### config.mk
export PLATFORM = sky130hd
export DESIGN_NAME = lock_timer_ctrl
export DESIGN_NICKNAME = d
export VERILOG_FILES = /design/src/rtl/lock_timer_ctrl.sv
export SDC_FILE = /design/constraint.sdc
export NUM_CORES = 1
export LEC_CHECK = 0
export BUFFER_PORTS_ARGS = -buffer_cell sky130_fd_sc_hd__buf_2
export CORE_UTILIZATION = 30
export DETAILED_ROUTE_END_ITERATION = 8
export PLACE_DENSITY = 0.53
export SETUP_SLACK_MARGIN = 0.1
export SYNTH_ARGS = -nofsm -noshare
export SYNTH_HDL_FRONTEND = slang
export SYNTH_SLANG_ARGS = --single-unit
### constraint.sdc
create_clock -name clk -period 6.4 [get_ports clk]
set_input_delay 1.28 -clock clk [delete_from_list [all_inputs] [get_ports clk]]
set_output_delay 1.28 -clock clk [all_outputs]
set_load 0.01 [all_outputs]
### src/rtl/lock_timer_ctrl.sv
// Purpose: arbitrates the door-open hold and lockout jobs onto one shared prescaler and counts its periods.
// Latency: all outputs are registered; CLEAR is issued the cycle after a req and the first tick arrives P cycles into RUN.
// Backpressure: none; requests that lose arbitration or arrive while busy are dropped, and requesters re-request after done.
module lock_timer_ctrl #(
    parameter int CNT_W      = 8,
    parameter int OPEN_TICKS = 5,
    parameter int LOCK_TICKS = 30
) (
    input  logic             clk,
    input  logic             clr_n,
    input  logic [1:0]       req,
    input  logic             cancel,
    input  logic             pre_co,
    output logic             pre_ce,
    output logic             pre_clr,
    output logic [1:0]       grant,
    output logic             busy,
    output logic [CNT_W-1:0] remaining,
    output logic [1:0]       done,
    output logic [1:0]       aborted
);

    typedef enum logic [1:0] {
        ST_IDLE  = 2'd0,
        ST_CLEAR = 2'd1,
        ST_RUN   = 2'd2
    } state_t;

    localparam logic [CNT_W-1:0] OPEN_R = CNT_W'(OPEN_TICKS);
    localparam logic [CNT_W-1:0] LOCK_R = CNT_W'(LOCK_TICKS);

    state_t             state_q, state_d;
    logic [1:0]         grant_q, grant_d;
    logic               busy_q, busy_d;
    logic [CNT_W-1:0]   remaining_q, remaining_d;
    logic [1:0]         done_q, done_d;
    logic [1:0]         aborted_q, aborted_d;
    logic               pre_ce_q, pre_ce_d;
    logic               pre_clr_q, pre_clr_d;
    logic               co_q;
    logic               ce_q;
    logic               tick;

    // A period ends where co falls while ce stayed high; the low-ce forced co is not a wrap.
    assign tick = co_q & ~pre_co & ce_q & pre_ce_q;

    // Next-state and next-output decode; everything lands in registers.
    always_comb begin
        state_d     = state_q;
        grant_d     = grant_q;
        busy_d      = busy_q;
        remaining_d = remaining_q;
        done_d      = 2'b00;
        aborted_d   = 2'b00;
        pre_ce_d    = 1'b0;
        pre_clr_d   = 1'b0;
        unique case (state_q)
            ST_IDLE: begin
                grant_d     = 2'b00;
                busy_d      = 1'b0;
                remaining_d = '0;
                if (req[1]) begin
                    state_d     = ST_CLEAR;
                    grant_d     = 2'b10;
                    busy_d      = 1'b1;
                    remaining_d = LOCK_R;
                    pre_clr_d   = 1'b1;
                end else if (req[0]) begin
                    state_d     = ST_CLEAR;
                    grant_d     = 2'b01;
                    busy_d      = 1'b1;
                    remaining_d = OPEN_R;
                    pre_clr_d   = 1'b1;
                end
            end
            ST_CLEAR: begin
                state_d  = ST_RUN;
                pre_ce_d = 1'b1;
            end
            ST_RUN: begin
                pre_ce_d = 1'b1;
                if (cancel) begin
                    state_d     = ST_IDLE;
                    aborted_d   = grant_q;
                    grant_d     = 2'b00;
                    busy_d      = 1'b0;
                    remaining_d = '0;
                    pre_ce_d    = 1'b0;
                end else if (grant_q[0] && req[1]) begin
                    // Lockout pre-empts the open hold, even on its final tick.
                    state_d     = ST_CLEAR;
                    aborted_d   = 2'b01;
                    grant_d     = 2'b10;
                    remaining_d = LOCK_R;
                    pre_ce_d    = 1'b0;
                    pre_clr_d   = 1'b1;
                end else if (tick) begin
                    if (remaining_q == CNT_W'(1)) begin
                        state_d     = ST_IDLE;
                        done_d      = grant_q;
                        grant_d     = 2'b00;
                        busy_d      = 1'b0;
                        remaining_d = '0;
                        pre_ce_d    = 1'b0;
                    end else if (remaining_q != '0) begin
                        remaining_d = remaining_q - CNT_W'(1);
                    end
                end
            end
            default: begin
                state_d     = ST_IDLE;
                grant_d     = 2'b00;
                busy_d      = 1'b0;
                remaining_d = '0;
            end
        endcase
    end

    // State and output registers, plus the one-cycle history used for edge detection.
    always_ff @(posedge clk or negedge clr_n) begin
        if (!clr_n) begin
            state_q     <= ST_IDLE;
            grant_q     <= 2'b00;
            busy_q      <= 1'b0;
            remaining_q <= '0;
            done_q      <= 2'b00;
            aborted_q   <= 2'b00;
            pre_ce_q    <= 1'b0;
            pre_clr_q   <= 1'b0;
            co_q        <= 1'b0;
            ce_q        <= 1'b0;
        end else begin
            state_q     <= state_d;
            grant_q     <= grant_d;
            busy_q      <= busy_d;
            remaining_q <= remaining_d;
            done_q      <= done_d;
            aborted_q   <= aborted_d;
            pre_ce_q    <= pre_ce_d;
            pre_clr_q   <= pre_clr_d;
            co_q        <= pre_co;
            ce_q        <= pre_ce_q;
        end
    end

    assign pre_ce    = pre_ce_q;
    assign pre_clr   = pre_clr_q;
    assign grant     = grant_q;
    assign busy      = busy_q;
    assign remaining = remaining_q;
    assign done      = done_q;
    assign aborted   = aborted_q;

endmodule
==> metrics.md, run 1 <==
| Metric | Value |
|---|---|
| Status | `complete, no violations` |
| Post-layout instance area | `between 1000 and 1500 um2` |
| Placed Instances | `181` |
| Skew final | `4.432 ps` |
| Synth Flop Type | `dfrtp_1` |
| Cts hold-fix bufs | `0` |
| Leak Pwr | `approximately 0.68 nW` |
| Die outline width | `between 60 and 70 um` |
| Crit path time final | `between 2000 and 2500 ps` |
| Worst EP arrival | `about 2600 ps` |
| Mapped cell area | `1167 um2` |
| Vias in the first global route | `roughly 850` |
| DR vias/cell | `5.119` |
| Fin. Hold Viols | `0` |
| Residual DRC | `0` |
| Clk buf depth | `2` |
| Port bufs | `22` |
| CTS Buf Count | `3` |
| First-pass GRT wire length | `between 4000 and 5000 um` |
| First-pass DRT Iterations | `4` |
| Placed Area | `~1300 um2` |
| Total GRT Usage | `approximately an eighth` |
| Postcts setup bufs | `0` |
| Synth top area cells | `dfrtp_1 45%, ha_1 6.4%, mux2i_1 4.3%` |
| Diode count | `0` |
| Die ar. | `about 4100 um2` |
| Yosys top cell by area | `dfrtp_1` |
| Crit-path max FO | `4` |
| Num ports | `23` |
| Startpoint types | `input port` |
| Syn Inst Count | `about 110` |
| Fin cells | `185` |
| FMAX | `around 410 MHz` |
| Initial core utilization | `approximately a third` |
| CTS tree | `yes` |
| Post_cts resized | `0` |
| Gpl congestion | `0.8140` |
| Worst Hold Class | `reg2reg` |
| Clk sinks | `21` |
| P per Cell Area | `478.4 nW/um2` |
| Post-synthesis register bit count | `21` |
| WL final | `approximately 2600 um` |
| Slew of the pin with the lowest slew margin | `680.9 ps` |
| Nets | `150` |
| Area growth from synthesis to layout | `17.79%` |
| Root Buffer | `clkbuf_8` |
| Hpwl dp | `approximately 1900 um` |
| Largest net degree at the start of global routing | `22` |
| CP endpoint kind | `flop` |
| Die H | `between 60 and 70 um` |
| Max_slew headroom | `approximately 54%` |
| Detail Route Antenna Nets | `0` |
| Post-synth cell types | `36` |
| Crit path largest cell delay | `roughly 370 ps` |
| Critical Path Slowest Stage Cell | `mux2_2` |
| Worst vdd ir | `around 0.14 mV` |
| TNS Setup | `0 ps` |
| GRT Residual Overflow | `0` |
| Fin crit share | `38.25%` |
| Yosys top cell area share | `a little under half` |
| Detailed-route wire length per cell | `about 14 um` |
| Asr flop ratio synth | `between 90% and 100%` |
| Required @ worst endpoint | `~6600 ps` |
| Unrepaired setup endpoints after global routing | `no` |
| H-tree Lvls | `1` |
| # setup viols final | `0` |
| Syn_nets | `125` |
| Max Transition Viols Final | `0` |
| Share of cells above drive strength 1 | `26.28%` |
| Mean Syn Cell Area | `slightly above 10 um2` |
| Crit-path cells | `buf_2 > and4b_1 > nand3_1 > a22oi_1 > mux2_2` |
| Core ar. | `between 3000 and 4000 um2` |
| Number of flops mapped to enable cells by yosys | `0` |
| Sequential element share of the synthesized area | `between 40% and 50%` |
| Clk_lat worst skew | `260 ps` |
| Initial antenna violation count | `0` |
| Vias | `approximately 950` |
| Synth warn | `0` |
| Clock transition at the registers of the reported paths | `70 ps` |
| Core Rows | `22` |
| Drt first-iter violations | `44` |
| Max-cap viol count | `0` |
| Worst Setup Path Type | `in2reg` |
## cell usage in the layout, fill, tap and decap left out, types with 2 or more instances in the layout
| cell | count |
|---|---|
| nand4b_1 | 2 |
| nand3_1 | 4 |
| nand2_1 | 9 |
| nand3b_1 | 3 |
| dfrtp_1 | 21 |
| and3_1 | 2 |
| nor2_1 | 7 |
| nor4_1 | 4 |
| a21oi_1 | 6 |
| buf_2 | 22 |
| clkbuf_8 | 3 |
| ha_1 | 6 |
| inv_1 | 11 |
| a221oi_1 | 4 |
| mux2_2 | 4 |
| o22ai_1 | 3 |
| mux2i_1 | 5 |
## registers in the layout, summed over array words and instances (netlist names)
register / flops
state_q: 2
remaining: 8
done: 2
pre_ce: 1
pre_clr: 1
grant: 2
co_q: 1
ce_q: 1
busy: 1
aborted: 2
## through the flow
step | worst slack (ps) | hold slack (ps) | utilization, % | power, mW
floorplan | 3947 | 428.2 | - | 0.4735
global placement | 3728 | 368.7 | 36.06 | 0.5687
detailed placement | 3670 | 385.6 | 36.06 | 0.5726
CTS | 3948 | 403.3 | 37.28 | 0.6629
global route | 3819 | 422.8 | 37.28 | 0.7114
finish | 3952 | 394.9 | 37.28 | 0.6578
## final timing paths
kind,end,cells past startpoint,startpoint,slack [ps]
min,ce_q$_DFF_PN0_,0,pre_ce$_DFF_PN0_,390
min reg2reg,ce_q$_DFF_PN0_,0,pre_ce$_DFF_PN0_,390
max reg2reg,remaining[0]$_DFFE_PN0P_,6,remaining[0]$_DFFE_PN0P_,4100
max in group asynchronous,state_q[1]$_DFFE_PN0P_,1,clr_n,5110
max,state_q[1]$_DFFE_PN0P_,5,pre_co,3950
min in group asynchronous,grant[0]$_DFFE_PN0P_,1,clr_n,970
## layer usage
layer  track usage (%)  share of wire [%]  up-vias
met3             2.143                2.6        7
met5                 0                  0        -
met4             8.056                3.3        0
li1                  -                  -      460
met2             19.34                 44       18
met1             18.04                 50      462
## cell usage after synthesis, types with 2 or more instances
cell type / count
and3_1: 2
dfrtp_1: 21
nand3b_1: 3
inv_1: 11
clkbuf_1: 2
o22ai_1: 3
nand3_1: 4
mux2_2: 4
nand2_1: 9
nand4b_1: 2
ha_1: 6
a21oi_1: 6
nor4_1: 4
mux2i_1: 5
a221oi_1: 4
nor2_1: 7
## logic make-up after synthesis
group                    synth area share, %
AND/OR/NAND/NOR                        19.62
AO/OA/AOI/OAI                          15.33
flip-flops                             45.02
buffers and inverters                  4.180
multiplexers                           9.431
adder cells (fa/ha/maj)                6.431
## worst max-delay path, delay by kind of cell
family	cells	cell delay (ps)
buf+inv	1	100
simple gates	2	530
compound gates	1	320
mux	1	370
## report_power, final
part / switching (mW) / internal, mW / total (mW) / leakage (nW)
Sequential: 0.0469 / 0.177 / 0.224 / 0.276
Clock: 0.0435 / 0.0444 / 0.0879 / 0.0228
Combinational: 0.190 / 0.156 / 0.346 / 0.379
## cell type report
| type | instances | area [um2] |
|---|---|---|
| repair buffers | 22 | 110.1 |
| multi-input cells | 79 | 593.1 |
| clock buffers | 4 | 45.04 |
| inverters | 11 | 41.29 |
| fillers | 387 | 2313 |
| well taps | 48 | 60.06 |
| flip-flops and latches | 21 | 525.5 |
(Power assumes the default switching activity.)
==> inputs of run 2 (changes only) <==
==> constraint.sdc (replaced) <==
create_clock -name clk -period 2.4 [get_ports clk]
set_input_delay 0.48 -clock clk [delete_from_list [all_inputs] [get_ports clk]]
set_output_delay 0.48 -clock clk [all_outputs]
set_load 0.01 [all_outputs]
==> metrics.md, run 2 (synthesis results as in run 1) <==
| Metric | Value |
|---|---|
| Detailed-route wire length per cell | `approximately 14 um` |
| TNS Setup | `0 ps` |
| Worst vdd ir | `0.3347 mV` |
| Placement Setup Slack | `318.5 ps` |
| CTS Buf Count | `3` |
| Hpwl dp | `1973 um` |
| Internal power | `just over 1 mW` |
| Detail Route Antenna Nets | `0` |
| First-pass DRT Iterations | `4` |
| Leak Pwr | `~0.7 nW` |
| Largest net degree at the start of global routing | `22` |
| Core ar. | `about 3700 um2` |
| Crit-path cells | `inv_1 > ha_1 > or3b_2 > or4_1 > a21oi_1 > mux2i_1` |
| Die ar. | `a little over 4000 um2` |
| Skew final | `approximately 1.6 ps` |
| Initial core utilization | `roughly a third` |
| Final worst setup slack | `between 200 and 300 ps` |
| Startpoint types | `flop` |
| Unrepaired setup endpoints after global routing | `no` |
| Worst Setup Path Type | `reg2reg` |
| CP Buf/Inv Count | `1` |
| Cells on worst reg2reg path | `6` |
| Post_cts resized | `0` |
| Clk_lat worst skew | `260 ps` |
| Port bufs | `22` |
| P per Cell Area | `roughly 1300 nW/um2` |
| Worst EP arrival | `~2300 ps` |
| # setup viols final | `0` |
| Drt first-iter violations | `38` |
| WL final | `~2600 um` |
| Psw | `roughly 760 uW` |
| H-tree Lvls | `1` |
| Worst flop-to-flop path startpoint | `remaining[0]$_DFFE_PN0P_` |
| Num ports | `23` |
| Worst setup startpoint | `remaining[0]$_DFFE_PN0P_` |
| Slew of the pin with the lowest slew margin | `about 610 ps` |
| GRT Residual Overflow | `0` |
| Vias | `961` |
| Die outline width | `~64 um` |
| CP endpoint kind | `flop` |
| CTS tree | `yes` |
| Crit-path max FO | `5` |
| Most frequent cells in the layout | `22 x buf_2, 21 x dfrtp_1, 11 x inv_1` |
| Seq pwr share | `roughly a third` |
| Worst Hold Class | `in2async` |
| Reg-to-Reg End | `remaining[6]$_DFFE_PN0P_` |
| Initial antenna violation count | `0` |
| Diode count | `0` |
| Crit path largest cell delay | `roughly 520 ps` |
| Core Rows | `22` |
| Residual DRC | `0` |
| Clock transition at the registers of the reported paths | `~80 ps` |
| Fin. Hold Viols | `0` |
| Switch share | `roughly 42%` |
| Crit path time final | `approximately 2100 ps` |
| Total GRT Usage | `between 10 and 15%` |
| Crit path depth | `6` |
| Critical Path End | `remaining[6]$_DFFE_PN0P_` |
| Required @ worst endpoint | `2590 ps` |
| Most common cell after layout, fill and taps aside | `buf_2` |
| Vias in the first global route | `between 900 and 1000` |
| Max_slew headroom | `just under 60%` |
| DR vias/cell | `5.085` |
| Nets | `between 150 and 200` |
| Die H | `between 60 and 70 um` |
| Clk sinks | `21` |
| FMAX | `474.2 MHz` |
| Final hold slack | `162.5 ps` |
| Max-cap viol count | `0` |
| Largest delay share family, worst path | `simple AND/OR/NAND/NOR gates` |
| Critical Path Slowest Stage Cell | `or3b_2` |
| Area growth from synthesis to layout | `20.47%` |
| Gate power share | `53.7%` |
| Share of cells above drive strength 1 | `29.08%` |
| Root Buffer | `clkbuf_8` |
| Clk pwr share | `13.0%` |
| Fin crit share | `87.87%` |
| Cts hold-fix bufs | `0` |
| Worst reg2reg setup slack | `a little under 300 ps` |
| Postcts setup bufs | `0` |
| First-pass GRT wire length | `~4500 um` |
| Status | `complete, no violations` |
| Gpl congestion | `0.8179` |
| Clk buf depth | `2` |
| Max reg flops | `8` |
| Max Transition Viols Final | `0` |
-- run 2: cell types whose count changed in the layout (fill, tap and decap cells not counted), sizes merged --
cell	previous run	this run
buf	22	26
clkbuf	4	3
clkinv	0	1
-- run 2: worst min-delay path by stage --
stage | slack, ps | endpoint | startpoint | depth (start not counted)
4_1_cts | 180 | done[0]$_DFF_PN0_ | clr_n | 1
3_5_place_dp | 390 | ce_q$_DFF_PN0_ | pre_ce$_DFF_PN0_ | 0
5_1_grt | 200 | busy$_DFFE_PN0P_ | clr_n | 1
3_3_place_gp | 370 | ce_q$_DFF_PN0_ | pre_ce$_DFF_PN0_ | 0
6_report | 160 | done[0]$_DFF_PN0_ | clr_n | 1
2_1_floorplan | 180 | aborted[0]$_DFF_PN0_ | clr_n | 0
-- run 2: final cells by class --
| cell class | instances | area (um2) |
|---|---|---|
| well taps | 48 | 60.06 |
| multi-input cells | 79 | 593.1 |
| repair buffers | 26 | 140.1 |
| clock buffers | 3 | 41.29 |
| inverters | 11 | 41.29 |
| flip-flops and latches | 21 | 525.5 |
| clock inverters | 1 | 5.005 |
| fillers | 384 | 2282 |
-- run 2: routing by layer --
layer	wire [um]	track usage [%]	share of wire, %
met4	44	7.778	1.7
met1	1221	17.86	46
met2	1275	22.89	48
met5	0	0	0
met3	95	2.679	3.6
-- run 2: power groups by stage --
| stage | logic [mW] | registers [mW] | clock network (mW) |
|---|---|---|---|
| 2_1_floorplan | 0.636 | 0.627 | 0 |
| 3_3_place_gp | 0.951 | 0.593 | 0 |
| 3_5_place_dp | 0.959 | 0.607 | 0 |
| 4_1_cts | 0.965 | 0.599 | 0.241 |
| 5_1_grt | 1.08 | 0.622 | 0.256 |
| 6_report | 0.966 | 0.600 | 0.234 |
-- run 2: per-stage QoR --
step | utilization (%) | cell area (um2) | power (mW) | instances
floorplan | - | 1167 | 1.263 | 113
global placement | 36.87 | 1360 | 1.545 | 185
detailed placement | 36.87 | 1360 | 1.566 | 185
CTS | 38.13 | 1406 | 1.804 | 189
global route | 38.13 | 1406 | 1.957 | 189
finish | 38.13 | 1406 | 1.799 | 189
==> inputs of run 3 (changes only) <==
==> constraint.sdc (replaced) <==
create_clock -name clk -period 2.29 [get_ports clk]
set_input_delay 0.458 -clock clk [delete_from_list [all_inputs] [get_ports clk]]
set_output_delay 0.458 -clock clk [all_outputs]
set_load 0.01 [all_outputs]
==> metrics.md, run 3 (synthesis results as in run 1) <==
| Metric | Value |
|---|---|
| Crit-path max FO | `4` |
| Gpl congestion | `just over 0.8` |
| Unrepaired setup endpoints after global routing | `no` |
| Final worst setup slack | `~260 ps` |
| Worst setup startpoint | `remaining[1]$_DFFE_PN0P_` |
| Worst flop-to-flop path startpoint | `remaining[1]$_DFFE_PN0P_` |
| Final Util | `38.47%` |
| H-tree Lvls | `1` |
| Internal power | `1.101 mW` |
| Worst reg2reg setup slack | `260 ps` |
| Largest delay share family, worst path | `simple AND/OR/NAND/NOR gates` |
| Post-layout instance area | `between 1000 and 1500 um2` |
| Clock transition at the registers of the reported paths | `about 80 ps` |
| Cts hold-fix bufs | `0` |
| Area growth from synthesis to layout | `21.54%` |
| Leak Pwr | `0.7012 nW` |
| Drt first-iter violations | `36` |
| Crit path largest cell delay | `around 400 ps` |
| CTS tree | `yes` |
| Clk sinks | `21` |
| Total GRT Usage | `between 10% and 20%` |
| First-pass GRT wire length | `about 4500 um` |
| DR vias/cell | `about 4.9` |
| Port bufs | `22` |
| GRT Residual Overflow | `0` |
| TNS Setup | `0 ps` |
| Placement Setup Slack | `approximately 210 ps` |
| Skew final | `3.122 ps` |
| Worst vdd ir | `roughly 0.40 mV` |
| Met2 WL | `1172 um` |
| Slew of the pin with the lowest slew margin | `around 610 ps` |
| Most common cell after layout, fill and taps aside | `buf_2` |
| Status | `complete, no violations` |
| Placed Instances | `around 190` |
| Crit path time final | `2027 ps` |
| Most frequent cells in the layout | `22 x buf_2, 21 x dfrtp_1, 11 x inv_1` |
| Fill count | `393` |
| Seq pwr share | `33.0%` |
| Initial antenna violation count | `0` |
| Root Buffer | `clkbuf_8` |
| CP Buf/Inv Count | `1` |
| Diode count | `0` |
| Clk pwr share | `between 10% and 20%` |
| Detailed-route wire length per cell | `approximately 13 um` |
| Fin crit share | `just under 90%` |
| Met3 WL | `between 70 and 80 um` |
| DR top layer | `met4` |
| Max reg flops | `8` |
| Largest net degree at the start of global routing | `22` |
| Core Rows | `22` |
| Die ar. | `4145 um2` |
| Die outline width | `~64 um` |
| Share of cells above drive strength 1 | `29.58%` |
| Residual DRC | `0` |
| Worst EP arrival | `around 2200 ps` |
| Postcts setup bufs | `0` |
| Max Transition Viols Final | `0` |
| CP endpoint kind | `flop` |
| Startpoint types | `flop` |
| Fin cells | `190` |
| Core ar. | `about 3700 um2` |
| Die H | `about 64 um` |
| Vias in the first global route | `between 900 and 1000` |
| Required @ worst endpoint | `~2400 ps` |
| Final hold slack | `roughly 140 ps` |
| Worst Hold Class | `in2async` |
| Detail Route Antenna Nets | `0` |
| Placed Area | `1368 um2` |
| First-pass DRT Iterations | `4` |
| # setup viols final | `0` |
| Power Total | `between 1.5 and 2 mW` |
| Crit-path cells | `inv_1 > ha_1 > nor3b_1 > nand3_1 > a22oi_1 > mux2_2` |
| FMAX | `between 400 and 500 MHz` |
| CTS Buf Count | `3` |
| P per Cell Area | `1332 nW/um2` |
| Max_slew headroom | `around three fifths` |
| Nets | `155` |
| Num ports | `23` |
| Worst Setup Path Type | `reg2reg` |
| Switch share | `a little over two fifths` |
| Gate power share | `between 50% and 60%` |
| Cells on worst reg2reg path | `6` |
| Clk buf depth | `2` |
| Max-cap viol count | `0` |
| Initial core utilization | `approximately a third` |
| Met1 WL | `about 1300 um` |
| Hpwl dp | `1911 um` |
| WL final | `around 2500 um` |
| Fin. Hold Viols | `0` |
| Psw | `788.2 uW` |
| Crit path depth | `6` |
| Vias | `around 940` |
| Reg-to-Reg End | `state_q[0]$_DFFE_PN0P_` |
| Critical Path Slowest Stage Cell | `dfrtp_1` |
| Critical Path End | `state_q[0]$_DFFE_PN0P_` |
| Clk_lat worst skew | `about 260 ps` |
run 3: area by class of cell:
cell class	count	area [um2]	area share (%)
clock buffers	3	41.29	2.910
inverters	11	41.29	2.910
multi-input cells	79	595.6	41.98
flip-flops and latches	21	525.5	37.04
repair buffers	27	147.6	10.41
well taps	48	60.06	4.233
clock inverters	1	7.507	0.5291
run 3: worst min-delay path by stage:
stage | start | depth (start not counted) | end | slack, ps
after floorplan | clr_n | 0 | aborted[0]$_DFF_PN0_ | 160
after global placement | pre_ce$_DFF_PN0_ | 0 | ce_q$_DFF_PN0_ | 370
after detailed placement | pre_ce$_DFF_PN0_ | 0 | ce_q$_DFF_PN0_ | 390
after CTS | clr_n | 1 | co_q$_DFF_PN0_ | 160
after global routing | clr_n | 1 | co_q$_DFF_PN0_ | 180
final | clr_n | 1 | co_q$_DFF_PN0_ | 140
run 3: what timing repair did:
item | in CTS | in global routing
resized for setup | 0 | 1
endpoints found under the hold margin | 0 | 0
endpoints found under the setup margin | 0 | 2
run 3: worst reg2reg max path, cell delays in order, from the launching register on:
cell,delay (ps)
dfrtp_1,400
inv_1,120
ha_1,240
nor3b_1,270
nand3_1,210
a22oi_1,310
mux2_2,370
run 3: power groups by stage:
stage | Sequential (mW) | Combinational, mW | Clock [mW]
2_1_floorplan | 0.657 | 0.666 | 0
3_3_place_gp | 0.625 | 1.00 | 0
3_5_place_dp | 0.630 | 1.01 | 0
4_1_cts | 0.624 | 1.01 | 0.262
5_1_grt | 0.645 | 1.14 | 0.277
6_report | 0.624 | 1.01 | 0.250
run 3: per-layer routing:
layer	GRT usage, %	vias to the layer above
li1	-	469
met5	0	-
met1	19.07	449
met3	1.607	2
met2	22.37	16
met4	5.833	0
